### src/rtl/npu_pkg.sv
// rtl/npu_pkg.sv - shared NPU load-path types and constants
package npu_pkg;

    localparam int DEF_DATA_WIDTH = 12;
    localparam int NUM_LANES      = 16;
    localparam int LANE_SEL_W     = 4;
    localparam logic [4:0] LANE_CNT_MAX = 5'd16;

    typedef enum logic [1:0] {
        IDLE = 2'd0,
        LOAD = 2'd1,
        DONE = 2'd2
    } feed_state_t;

    // A zero or oversized lane count selects a full 16-lane frame.
    function automatic logic [4:0] clamp_lanes(input logic [4:0] lc);
        return ((lc == 5'd0) || (lc > LANE_CNT_MAX)) ? LANE_CNT_MAX : lc;
    endfunction

endpackage

### src/rtl/feed_skid.sv
// rtl/feed_skid.sv - two-entry valid/ready skid buffer with registered ready
module feed_skid #(
    parameter int WIDTH = 12
) (
    input  logic             clk,
    input  logic             rst_n,
    input  logic [WIDTH-1:0] s_tdata,
    input  logic             s_tvalid,
    output logic             s_tready,
    output logic [WIDTH-1:0] m_tdata,
    output logic             m_tvalid,
    input  logic             m_tready
);

    logic [WIDTH-1:0] mem [2];
    logic             wr_ptr;
    logic             rd_ptr;
    logic [1:0]       count;
    logic [1:0]       count_next;
    logic             push;
    logic             pop;

    assign m_tvalid = (count != 2'd0);
    assign m_tdata  = mem[rd_ptr];
    assign push     = s_tvalid & s_tready;
    assign pop      = m_tvalid & m_tready;

    always_comb begin
        count_next = count;
        if (push && !pop)
            count_next = count + 2'd1;
        else if (pop && !push)
            count_next = count - 2'd1;
    end

    always_ff @(posedge clk or negedge rst_n) begin
        if (!rst_n) begin
            mem[0]   <= '0;
            mem[1]   <= '0;
            wr_ptr   <= 1'b0;
            rd_ptr   <= 1'b0;
            count    <= 2'd0;
            s_tready <= 1'b0;
        end else begin
            if (push) begin
                mem[wr_ptr] <= s_tdata;
                wr_ptr      <= ~wr_ptr;
            end
            if (pop)
                rd_ptr <= ~rd_ptr;
            count    <= count_next;
            s_tready <= (count_next != 2'd2);
        end
    end

endmodule

### src/rtl/demux_feed_ctrl.sv
// rtl/demux_feed_ctrl.sv - lane sequencer for the 1-to-16 load demux; FEED_SKID_EN adds an input skid buffer
module demux_feed_ctrl
    import npu_pkg::*;
#(
    parameter int DATA_WIDTH = DEF_DATA_WIDTH
) (
    input  logic                  clk,
    input  logic                  rst_n,
    input  logic                  start,
    input  logic [4:0]            lane_count,
    input  logic                  in_valid,
    output logic                  in_ready,
    input  logic [DATA_WIDTH-1:0] in_data,
    output logic [DATA_WIDTH-1:0] out_data,
    output logic [LANE_SEL_W-1:0] out_sel,
    output logic                  out_we,
    output logic                  busy,
    output logic                  done
);

    feed_state_t           state;
    logic [4:0]            cnt_q;
    logic [4:0]            idx;
    logic [DATA_WIDTH-1:0] fsm_data;
    logic                  fsm_valid;
    logic                  fsm_ready;
    logic                  hs;

    assign fsm_ready = (state == LOAD);
    assign hs        = fsm_valid & fsm_ready;
    assign busy      = (state != IDLE);
    assign done      = (state == DONE);

`ifdef FEED_SKID_EN
    feed_skid #(.WIDTH(DATA_WIDTH)) u_feed_skid (
        .clk      (clk),
        .rst_n    (rst_n),
        .s_tdata  (in_data),
        .s_tvalid (in_valid),
        .s_tready (in_ready),
        .m_tdata  (fsm_data),
        .m_tvalid (fsm_valid),
        .m_tready (fsm_ready)
    );
`else
    assign in_ready  = fsm_ready;
    assign fsm_data  = in_data;
    assign fsm_valid = in_valid;
`endif

    always_ff @(posedge clk or negedge rst_n) begin
        if (!rst_n) begin
            state    <= IDLE;
            cnt_q    <= 5'd0;
            idx      <= 5'd0;
            out_data <= '0;
            out_sel  <= '0;
            out_we   <= 1'b0;
        end else begin
            out_we <= 1'b0;
            case (state)
                IDLE: begin
                    if (start) begin
                        cnt_q <= clamp_lanes(lane_count);
                        idx   <= 5'd0;
                        state <= LOAD;
                    end
                end
                LOAD: begin
                    if (hs) begin
                        out_data <= fsm_data;
                        out_sel  <= idx[LANE_SEL_W-1:0];
                        out_we   <= 1'b1;
                        idx      <= idx + 5'd1;
                        if (idx == cnt_q - 5'd1)
                            state <= DONE;
                    end
                end
                DONE:    state <= IDLE;
                default: state <= IDLE;
            endcase
        end
    end

endmodule

### config.mk
export PLATFORM = sky130hd
export DESIGN_NAME = demux_feed_ctrl
export DESIGN_NICKNAME = d
export VERILOG_FILES = /design/src/rtl/npu_pkg.sv /design/src/rtl/feed_skid.sv /design/src/rtl/demux_feed_ctrl.sv
export SDC_FILE = /design/constraint.sdc
export NUM_CORES = 1
export LEC_CHECK = 0
export ABC_AREA = 1
export BUFFER_PORTS_ARGS = -buffer_cell sky130_fd_sc_hd__buf_2
export CORE_MARGIN = 4
export CORE_UTILIZATION = 32
export DETAILED_ROUTE_END_ITERATION = 12
export HOLD_SLACK_MARGIN = 0.08
export PLACE_DENSITY_LB_ADDON = 0.12
export SYNTH_ARGS = -nofsm -noshare
export SYNTH_HDL_FRONTEND = slang
export SYNTH_SLANG_ARGS = --single-unit
### constraint.sdc
create_clock -name clk -period 1.41 [get_ports clk]
set_clock_uncertainty 0.05 [all_clocks]
set_input_delay 0.2115 -clock clk [delete_from_list [all_inputs] [get_ports clk]]
set_output_delay 0.2115 -clock clk [all_outputs]
set_load 0.01 [all_outputs]
==> results of run 1 <==
==> worst reg2reg max path: stages, from the launching register on <==
cell,delay [ns]
dfrtp_1,0.36
inv_2,0.06
ha_4,0.27
inv_2,0.03
nand2_1,0.04
nand3_1,0.06
nor2_1,0.10
nand2_1,0.09
o21ai_1,0.14
nand2_1,0.06
==> logic make-up after synthesis <==
group           count (synthesis)
compound gates                 14
flops                          29
buf+inv                        21
simple gates                  100
xor+xnor                        1
fa+ha+maj                       3
==> timing repair <==
action / in CTS / in global routing
hold buffers: 9 / 0
resized for setup: 0 / 7
setup buffers: 0 / 1
setup endpoints to repair: 0 / 4
endpoints found under the hold margin: 37 / 0
==> worst paths after layout <==
kind | from | end | slack [ns]
setup / recovery | cnt_q[0] | state[0] | 0.04
hold / removal | in_data[10] | out_data[10] | 0.09
setup reg to reg | cnt_q[0] | state[0] | 0.04
hold reg to reg | out_data[1] | out_data[1] | 0.42
max in group asynchronous | rst_n | out_data[6] | 0.62
min in group asynchronous | rst_n | out_data[5] | 0.42
==> routing by layer <==
metal  vias to the layer above  wire, µm
met5                         -         0
met4                         0        48
met1                       554      1390
met3                         4       188
li1                        649         -
met2                        29      1530
==> sequential cells by signal, indices dropped and copies added (netlist names) <==
register and count:
cnt_q 5, out_data 12, idx 5, out_we 1, out_sel 4, state 2
==> power by group through the flow <==
stage,Clock (W),Combinational [W],Sequential (W)
global placement,0,0.00160,0.00140
CTS,0.000909,0.00167,0.00139
finish,0.000877,0.00174,0.00140
detailed placement,0,0.00163,0.00140
floorplan,0,0.00102,0.00146
global route,0.000944,0.00202,0.00145
==> metrics by stage <==
stage / hold WS, ns / worst slack, ns / area, µm²
detailed placement: 0.190 / -0.134 / 1640
global placement: 0.188 / -0.0569 / 1640
global route: 0.0909 / -0.0554 / 1880
CTS: 0.0821 / 0.0162 / 1850
finish: 0.0877 / 0.0432 / 1880
floorplan: -0.134 / 0.0598 / 1370
==> placed cells by master, fill, tap and decap left out, drive strengths merged <==
cell         instances
nor2                 7
inv                 18
ha                   3
dfrtp               29
o21ai               13
bufinv               1
nand4                2
a21oi                1
nand3               13
buf                 46
xnor2                1
nor3b                1
nand2               74
clkbuf               7
or4                  1
dlygate4sd3          9
nor3                 2
==> cell type report <==
class | instances | area (µm²)
fill | 420 | 2180
tap | 50 | 62.6
clock buffer | 7 | 86.3
clock inverter | 1 | 30.0
sequential | 29 | 726
inverter | 18 | 67.6
timing repair buffer | 55 | 339
multi-input combinational | 118 | 571
==> impl_metrics.csv, run 1 <==
group,metric,value,unit
routing,viasPerCell,4.45,
power_and_ir_drop,combPwrFrac,43.3,%
sta,setup_viol,0,
final_layout,n_antenna_cell,0,
routing,num_vias,1236,
clock_network,cts_tree,"yes",
grt,grtUsageMet3,4.51,%
critical_path,slowest_stage,"dfrtp_1",
logic_synthesis,ys.flop_type,"dfrtp_1",
final_layout,drive_above_1_share,28.9,%
routing,drtPass1Iterations,5,
final_layout,fin_cells,278,
power_and_ir_drop,cell_internal_pwr,0.00247,W
sta,rsz0062_at_grt,"yes",
logic_synthesis,synth_top_area_share,53.2,%
grt,grtUsageMet2,23.1,%
die,die-area,5380,µm²
die,die_x,73.3,µm
clock_network,clk_pin_slew,0.06,ns
clock_network,h-tree-depth,2,
power_and_ir_drop,ir_drop,1030,µV
logic_synthesis,avgSynthCellArea,8.13,µm²
die,pin_count,41,
power_and_ir_drop,leakage,1.02,nW
min_path,hold_depth,3,
power_and_ir_drop,power.total,0.00401,W
routing,ant_nets,0,
critical_path,worstPathArrival,1.48,ns
logic_synthesis,synth_top_family_by_area,"simple AND/OR/NAND/NOR gates",
clock_network,cts_sinks,29,
critical_path,worstSetupPathType,"flop to flop",
routing,wl_per_cell,11.3,µm
routing,drc,0,
final_layout,syn2layout_area_growth,37.9,%
logic_synthesis,ys_warn_count,0,
logic_synthesis,synth_area_leaders,"dfrtp_1, nand2_1, nand3_1",
job,maxCapViolations,0,
critical_path,endpoint_kind,"flop",
placement,hpwl,2.31,mm
logic_synthesis,netlist_instances,168,
grt,grt_pass1_wl,5.46,mm
power_and_ir_drop,p_sw,0.00154,W
power_and_ir_drop,p_per_area,2130,nW/µm²
clock_network,clock_latency,0.28,ns
routing,drt_iter0_drc,41,
critical_path,crit_fanout,2,
logic_synthesis,synth_top_area_cell,"dfrtp_1",
critical_path,path_common_cell,"nand2_1",
routing,wl,3.15,mm
final_layout,final_core_util,46.4,%
critical_path,worstPathRequired,1.52,ns
logic_synthesis,netlist_area,1370,µm²
logic_synthesis,synthMuxAreaShare,0,%
outcome,status,"complete, no violations",
grt,use_met1,15.6,%
clock_network,cts_buffer_depth,2,
grt,grt_use_total,13.5,%
final_layout,nNetsFinal,251,
placement,gp_congestion,0.736,
min_path,hold_path_class,"primary input to flop",
die,coreArea,4060,µm²
logic_synthesis,yosys.area_share.simple,31.8,%
die,start_util,33.6,%
critical_path,crit_cells,9,
logic_synthesis,ys_seq_elements,29,
sta,slew_headroom,75.7,%
power_and_ir_drop,switching_share,38.4,%
logic_synthesis,synthArstFlopShare,100,%
grt,grt_max_degree,30,
placement,port_buffers,40,
critical_path,crit_path_start_kind,"flop",
sta,hold_viol,0,
placement,placed_cells,260,
sta,maxSlewViolCount,0,
logic_synthesis,synth-xor-area-share,0.642,%
die,die_h,73.3,µm
critical_path,critPathMaxStageDelay,0.36,ns
logic_synthesis,synth_common_cells,"nand2_1, dfrtp_1, inv_1, nand3_1, o21ai_0",
sta,finalCritPeriodShare,96.9,%
logic_synthesis,synth.most_common_cell,"nand2_1",
logic_synthesis,syn_nets,192,
logic_synthesis,synth-compound-area-share,5.13,%
logic_synthesis,yosysUniqueCellTypes,21,
logic_synthesis,synth_edf_count,0,
critical_path,critPathBufInv,2,
grt,grt_pass1_vias,1235,
critical_path,path_cells,"inv_2 > ha_4 > inv_2 > nand2_1 > nand3_1 > nor2_1 > nand2_1 > o21ai_1 > nand2_1",
clock_network,cts-root-buf,"clkbuf_8",
sta,tightest_slew,0.364,ns
power_and_ir_drop,sequentialPowerShare,34.8,%
critical_path,critPathTopFamily,"flip-flops",
sta,layout_min_cycle_time,1.37,ns
grt,antenna_found_initial,0,
grt,grt.busiest_layer,"met2",
die,rows,23,
sta,max_freq,732,MHz
logic_synthesis,synth_seq_area_share,53.2,%
sta,setup-tns-final,0,ns
logic_synthesis,synth_adder_area_share,2.75,%
clock_network,cts_made_buffers,5,
critical_path,ff2ff_path_depth,9,
power_and_ir_drop,clock_power_share,21.9,%
grt,overflow,0,
(Power assumes the default switching activity.)
==> run 2, diff against run 1 <==
ABC_AREA = not set   (was 1)
PLACE_DENSITY = 0.57   (was not set)
PLACE_DENSITY_LB_ADDON = not set   (was 0.12)
==> impl_metrics.csv, run 2 <==
group,metric,value,unit
outcome,status,"finished, violations left",
outcome,violations,"negative setup slack",
grt,grt_pass1_wl,5.30,mm
grt,overflow,0,
logic_synthesis,netlist_area,1310,µm²
power_and_ir_drop,ir_drop,728,µV
die,die-area,5180,µm²
routing,drc,0,
logic_synthesis,synth_area_leaders,"dfrtp_1, nand2_1, xor2_1",
clock_network,cts_tree,"yes",
routing,wl_per_cell,12.1,µm
critical_path,ff2ff_path_depth,6,
logic_synthesis,ys_warn_count,0,
sta,max_freq,706,MHz
sta,final.setup.worst_slack,-0.00687,ns
critical_path,rrSetupSlack,-0.007,ns
final_layout,syn2layout_area_growth,44.3,%
final_layout,largest_register_ffs,12,
placement,gp_congestion,0.711,
routing,met3_length,212,µm
die,rows,22,
die,die_x,72.0,µm
clock_network,clk_pin_slew,0.06,ns
critical_path,crit_fanout,2,
critical_path,r2r_start,"cnt_q[1]",
die,pin_count,41,
sta,worst_hold_slack,0.0838,ns
logic_synthesis,synthArstFlopShare,100,%
routing,wl_met1,1.31,mm
grt,grt_pass1_vias,1206,
sta,layout_min_cycle_time,1.42,ns
clock_network,cts_made_buffers,5,
die,die_h,72.0,µm
sta,slew_headroom,73.7,%
critical_path,crit_path_start_kind,"flop",
logic_synthesis,ys.flop_type,"dfrtp_1",
clock_network,cts_sinks,29,
clock_network,clock_latency,0.28,ns
placement,place_area,1630,µm²
logic_synthesis,synth_common_cells,"nand2_1, dfrtp_1, nor2_1",
die,start_util,34.5,%
clock_network,h-tree-depth,2,
routing,drtPass1Iterations,4,
final_layout,final_cell_area,1890,µm²
routing,dr_wl_met2,1.52,mm
grt,antenna_found_initial,0,
min_path,holdCritStartpoint,"in_data[6]",
min_path,hold_end,"out_data[6]",
logic_synthesis,synth_top_area_cell,"dfrtp_1",
routing,wl,3.10,mm
sta,tightest_slew,0.395,ns
routing,drt_iter0_drc,45,
final_layout,fin_cells,256,
final_layout,final_common_cell,"nand2_1",
min_path,hold_depth,3,
sta,setup_viol,2,
critical_path,worstPathArrival,1.52,ns
placement,port_buffers,40,
clock_network,cts_buffer_depth,2,
final_layout,largest-register,"out_data",
power_and_ir_drop,p_per_area,1920,nW/µm²
final_layout,nFillCells,361,
final_layout,seq_area,726,µm²
placement,dpl_worst_slack,-0.102,ns
final_layout,final_cell_mix,"nand2_1, buf_2, dfrtp_1",
logic_synthesis,synth_seq_area_share,55.4,%
clock_network,cts-root-buf,"clkbuf_8",
min_path,hold_path_class,"primary input to flop",
logic_synthesis,netlist_instances,140,
logic_synthesis,synth_edf_count,0,
sta,rsz0062_at_grt,"yes",
critical_path,endpoint_kind,"flop",
grt,grt_max_degree,20,
critical_path,worstPathRequired,1.51,ns
placement,placed_cells,233,
logic_synthesis,syn_nets,164,
final_layout,drive_above_1_share,34.1,%
routing,ant_nets,0,
logic_synthesis,synth.most_common_cell,"nand2_1",
power_and_ir_drop,leakage,1.01,nW
sta,maxSlewViolCount,0,
grt,grt_use_total,13.2,%
die,coreArea,3800,µm²
routing,num_vias,1162,
sta,setup-tns-final,-0.0127,ns
routing,viasPerCell,4.54,
routing,top_layer_used,"met4",
logic_synthesis,avgSynthCellArea,9.35,µm²
logic_synthesis,ys_seq_elements,29,
logic_synthesis,synth_top_area_share,55.4,%
critical_path,worstSetupPathType,"flop to flop",
final_layout,multi_input_area,568,µm²
placement,hpwl,2.19,mm
sta,finalCritPeriodShare,100,%
job,maxCapViolations,0,
final_layout,nNetsFinal,231,
final_layout,n_antenna_cell,0,
sta,hold_viol,0,
critical_path,timing.rr.end,"state[0]",
logic_synthesis,yosysUniqueCellTypes,27,
final_layout,top_regs,"out_data (12), cnt_q (5), idx (5)",
run 2: cell types whose count changed in the layout (fill, tap and decap cells not counted), sizes merged, moves of 2 or more:
cell / before / now
nand2: 74 / 53
inv: 18 / 6
nand3: 13 / 2
buf: 46 / 53
o21ai: 13 / 6
xor2: 0 / 6
nand3b: 0 / 4
clkinv: 0 / 3
clkbuf: 7 / 5
dlygate4sd3: 9 / 11
nand2b: 0 / 2
run 2: logic make-up after synthesis:
group                      synth area share, %
and+or+nand+nor                           26.8
xor gates and xnor gates                  5.35
adders and majority gates                 2.87
buffers and inverters                     3.63
DFF                                       55.4
AOI/OAI and AO/OA                         5.93
run 2: routing by layer:
metal	GRT usage, %	up-vias
met5	0	-
li1	-	581
met4	5.01	0
met1	13.8	544
met2	23.8	29
met3	4.85	8
run 2: final cells by class:
type	count	area share [%]
Timing Repair Buffer	64	22.3
Multi-Input combinational cell	100	30.1
Clock inverter	3	0.928
Tap cell	48	3.18
Clock buffer	5	3.64
Sequential cell	29	38.4
Inverter	7	1.46
run 2: critical path, stage by stage (launching register included):
cell	delay, ns
dfrtp_1	0.38
inv_2	0.08
ha_4	0.15
nand2b_4	0.05
o211a_1	0.22
o31ai_2	0.22
a31oi_1	0.13
run 2: through the flow:
| step | util (%) | total power (W) |
|---|---|---|
| floorplan | - | 0.00220 |
| global placement | 42.9 | 0.00271 |
| detailed placement | 42.9 | 0.00276 |
| CTS | 49.4 | 0.00362 |
| global route | 49.7 | 0.00396 |
| finish | 49.7 | 0.00362 |
run 2: where the power goes:
part | total, W | internal, W | switching, W
Combinational | 0.00157 | 0.000796 | 0.000774
Clock | 0.000658 | 0.000339 | 0.000318
Sequential | 0.00139 | 0.00116 | 0.000237
run 2: worst max path at each step:
| stage | from | endpoint | slack (ns) | cells past startpoint |
|---|---|---|---|---|
| final | cnt_q[1] | state[0] | -0.007 | 6 |
| after global routing | cnt_q[1] | state[1] | -0.07 | 6 |
| after CTS | cnt_q[0] | state[0] | -0.06 | 6 |
| after detailed placement | lane_count[3] | cnt_q[1] | -0.10 | 5 |
| after global placement | lane_count[3] | cnt_q[1] | -0.05 | 5 |
| after floorplan | lane_count[3] | cnt_q[1] | 0.06 | 4 |
run 2: timing repair:
| action | in CTS | in global routing |
|---|---|---|
| setup endpoints to repair | 2 | 2 |
| setup buffers | 4 | 0 |
| pin swaps | 3 | 5 |
| hold buffers | 11 | 0 |
| gates resized for setup | 5 | 2 |
| hold endpoints to repair | 25 | 0 |
==> run 3, diff against run 2 <==
REMOVE_ABC_BUFFERS = 1   (was not set)
SETUP_SLACK_MARGIN = 0.2   (was not set)
==> impl_metrics.csv, run 3 (synthesized netlist as in run 2, its figures left out) <==
group,metric,value,unit
outcome,status,"finished, violations left",
outcome,violations,"negative setup slack",
final_layout,final_common_cell,"buf_2",
routing,wl_per_cell,12.8,µm
critical_path,ff2ff_path_depth,7,
critical_path,path_cells,"inv_2 > ha_4 > nand2b_4 > buf_4 > nand4bb_4 > o31ai_4 > a31oi_1",
grt,overflow,0,
power_and_ir_drop,sequentialPowerShare,34.3,%
critical_path,crit_fanout,2,
placement,gp_congestion,0.751,
sta,rsz0062_at_grt,"yes",
sta,max_freq,698,MHz
die,die_h,72.0,µm
final_layout,final_cell_mix,"buf_2, dfrtp_1, nand2_1",
sta,setup_viol,2,
grt,grt_max_degree,30,
min_path,hold_path_class,"primary input to flop",
clock_network,h-tree-depth,2,
sta,maxSlewViolCount,0,
placement,port_buffers,40,
power_and_ir_drop,p_sw,0.00162,W
grt,antenna_found_initial,0,
critical_path,critPathMaxStageDelay,0.39,ns
critical_path,rrSetupSlack,-0.02,ns
sta,setup-tns-final,-0.0382,ns
grt,grt_pass1_wl,5.21,mm
final_layout,n_antenna_cell,0,
critical_path,endpoint_kind,"flop",
die,rows,22,
critical_path,worstSetupPathType,"flop to flop",
clock_network,cts_made_buffers,5,
power_and_ir_drop,combPwrFrac,50.7,%
min_path,holdCritStartpoint,"in_data[6]",
power_and_ir_drop,ir_drop,994,µV
sta,final.setup.worst_slack,-0.0226,ns
routing,num_vias,1231,
job,maxCapViolations,0,
clock_network,cts_sinks,29,
critical_path,worstPathArrival,1.53,ns
final_layout,drive_above_1_share,51.9,%
die,die-area,5180,µm²
power_and_ir_drop,switching_share,37.7,%
min_path,hold_depth,3,
routing,wl,3.37,mm
min_path,hold_end,"out_data[6]",
critical_path,slowest_stage,"dfrtp_1",
clock_network,clk_pin_slew,0.06,ns
routing,viasPerCell,4.66,
sta,tightest_slew,0.646,ns
sta,finalCritPeriodShare,102,%
sta,layout_min_cycle_time,1.43,ns
critical_path,worstPathRequired,1.51,ns
die,pin_count,41,
critical_path,crit_path_start_kind,"flop",
final_layout,final_core_util,58.2,%
critical_path,timing.rr.end,"state[0]",
clock_network,cts_tree,"yes",
power_and_ir_drop,leakage,1.17,nW
power_and_ir_drop,clock_power_share,15.0,%
clock_network,cts_buffer_depth,2,
critical_path,critPathBufInv,2,
critical_path,r2r_start,"cnt_q[1]",
critical_path,crit_start,"cnt_q[1]",
routing,drc,0,
final_layout,top_regs,"out_data (12), cnt_q (5), idx (5)",
routing,ant_nets,0,
final_layout,syn2layout_area_growth,68.8,%
sta,slew_headroom,56.9,%
final_layout,largest_register_ffs,12,
die,die_x,72.0,µm
die,coreArea,3800,µm²
power_and_ir_drop,p_per_area,1940,nW/µm²
final_layout,largest-register,"out_data",
clock_network,clock_latency,0.28,ns
placement,hpwl,2.09,mm
routing,drt_iter0_drc,56,
grt,grt_use_total,12.7,%
routing,drtPass1Iterations,4,
power_and_ir_drop,cell_internal_pwr,0.00267,W
sta,hold_viol,0,
grt,grt_pass1_vias,1167,
final_layout,nNetsFinal,239,
clock_network,cts-root-buf,"clkbuf_8",
final_layout,nFillCells,319,
critical_path,critPathTopFamily,"flip-flops",
die,start_util,34.5,%
==> run 3: changes by cell type in the layout (fill, tap and decap cells not counted), moves of 2 or more <==
cell	delta
clkbuf_16	+3
nand2_4	+13
o21ai_0	-3
buf_6	+5
nand2_1	-26
o21ai_1	+2
nand2_2	+13
==> run 3: worst max-delay path by stage <==
stage	endpoint	cells past startpoint
floorplan	idx[3]	6
global placement	cnt_q[1]	5
detailed placement	cnt_q[0]	5
CTS	state[0]	6
global route	state[0]	7
finish	state[0]	7
==> run 3: worst register-to-register path, stage by stage, from the launching register on <==
cell       delay (ns)
dfrtp_1          0.39
inv_2            0.09
ha_4             0.15
nand2b_4         0.05
buf_4            0.14
nand4bb_4        0.23
o31ai_4          0.09
a31oi_1          0.13
==> run 3: timing repair <==
| action | 4_1_cts | 5_1_grt |
|---|---|---|
| endpoints found under the hold margin | 38 | 0 |
| setup endpoints to repair | 22 | 30 |
| buffers inserted | 7 | 4 |
| cloned | 0 | 4 |
| pin swaps | 11 | 37 |
| resized for setup | 14 | 54 |
| hold buffers | 10 | 0 |
==> run 3: power by group through the flow <==
stage               registers [W]  clock network [W]  logic (W)
global route              0.00152           0.000702    0.00235
floorplan                 0.00148                  0   0.000703
finish                    0.00147           0.000642    0.00217
global placement          0.00139                  0    0.00131
CTS                       0.00138           0.000665    0.00163
detailed placement        0.00140                  0    0.00133
==> run 3: final cells by class <==
type,count,area (µm²),area share [%]
Timing Repair Buffer,72,559,25.3
Inverter,7,33.8,1.53
Clock inverter,2,10.0,0.453
Sequential cell,29,727,32.9
Clock buffer,6,72.6,3.28
Multi-Input combinational cell,100,747,33.8
Tap cell,48,60.1,2.72
==> run 3: stage by stage <==
stage | hold slack [ns] | worst slack (ns) | instance area (µm²) | instances | total power, W
2_1_floorplan | -0.134 | -0.0855 | 1290 | 136 | 0.00218
3_3_place_gp | 0.220 | -0.0533 | 1600 | 231 | 0.00269
3_5_place_dp | 0.224 | -0.115 | 1600 | 231 | 0.00273
4_1_cts | 0.0819 | -0.0639 | 1900 | 256 | 0.00367
5_1_grt | 0.0903 | -0.0912 | 2210 | 264 | 0.00457
6_report | 0.0913 | -0.0226 | 2210 | 264 | 0.00428
==> run 3: routing by layer <==
layer  up-vias  GRT usage (%)  wire (µm)
met5         -              0          0
met4         0           5.01         61
met3         9           4.43        246
met2        38           21.4       1670
met1       585           14.9       1400
li1        599              -          -
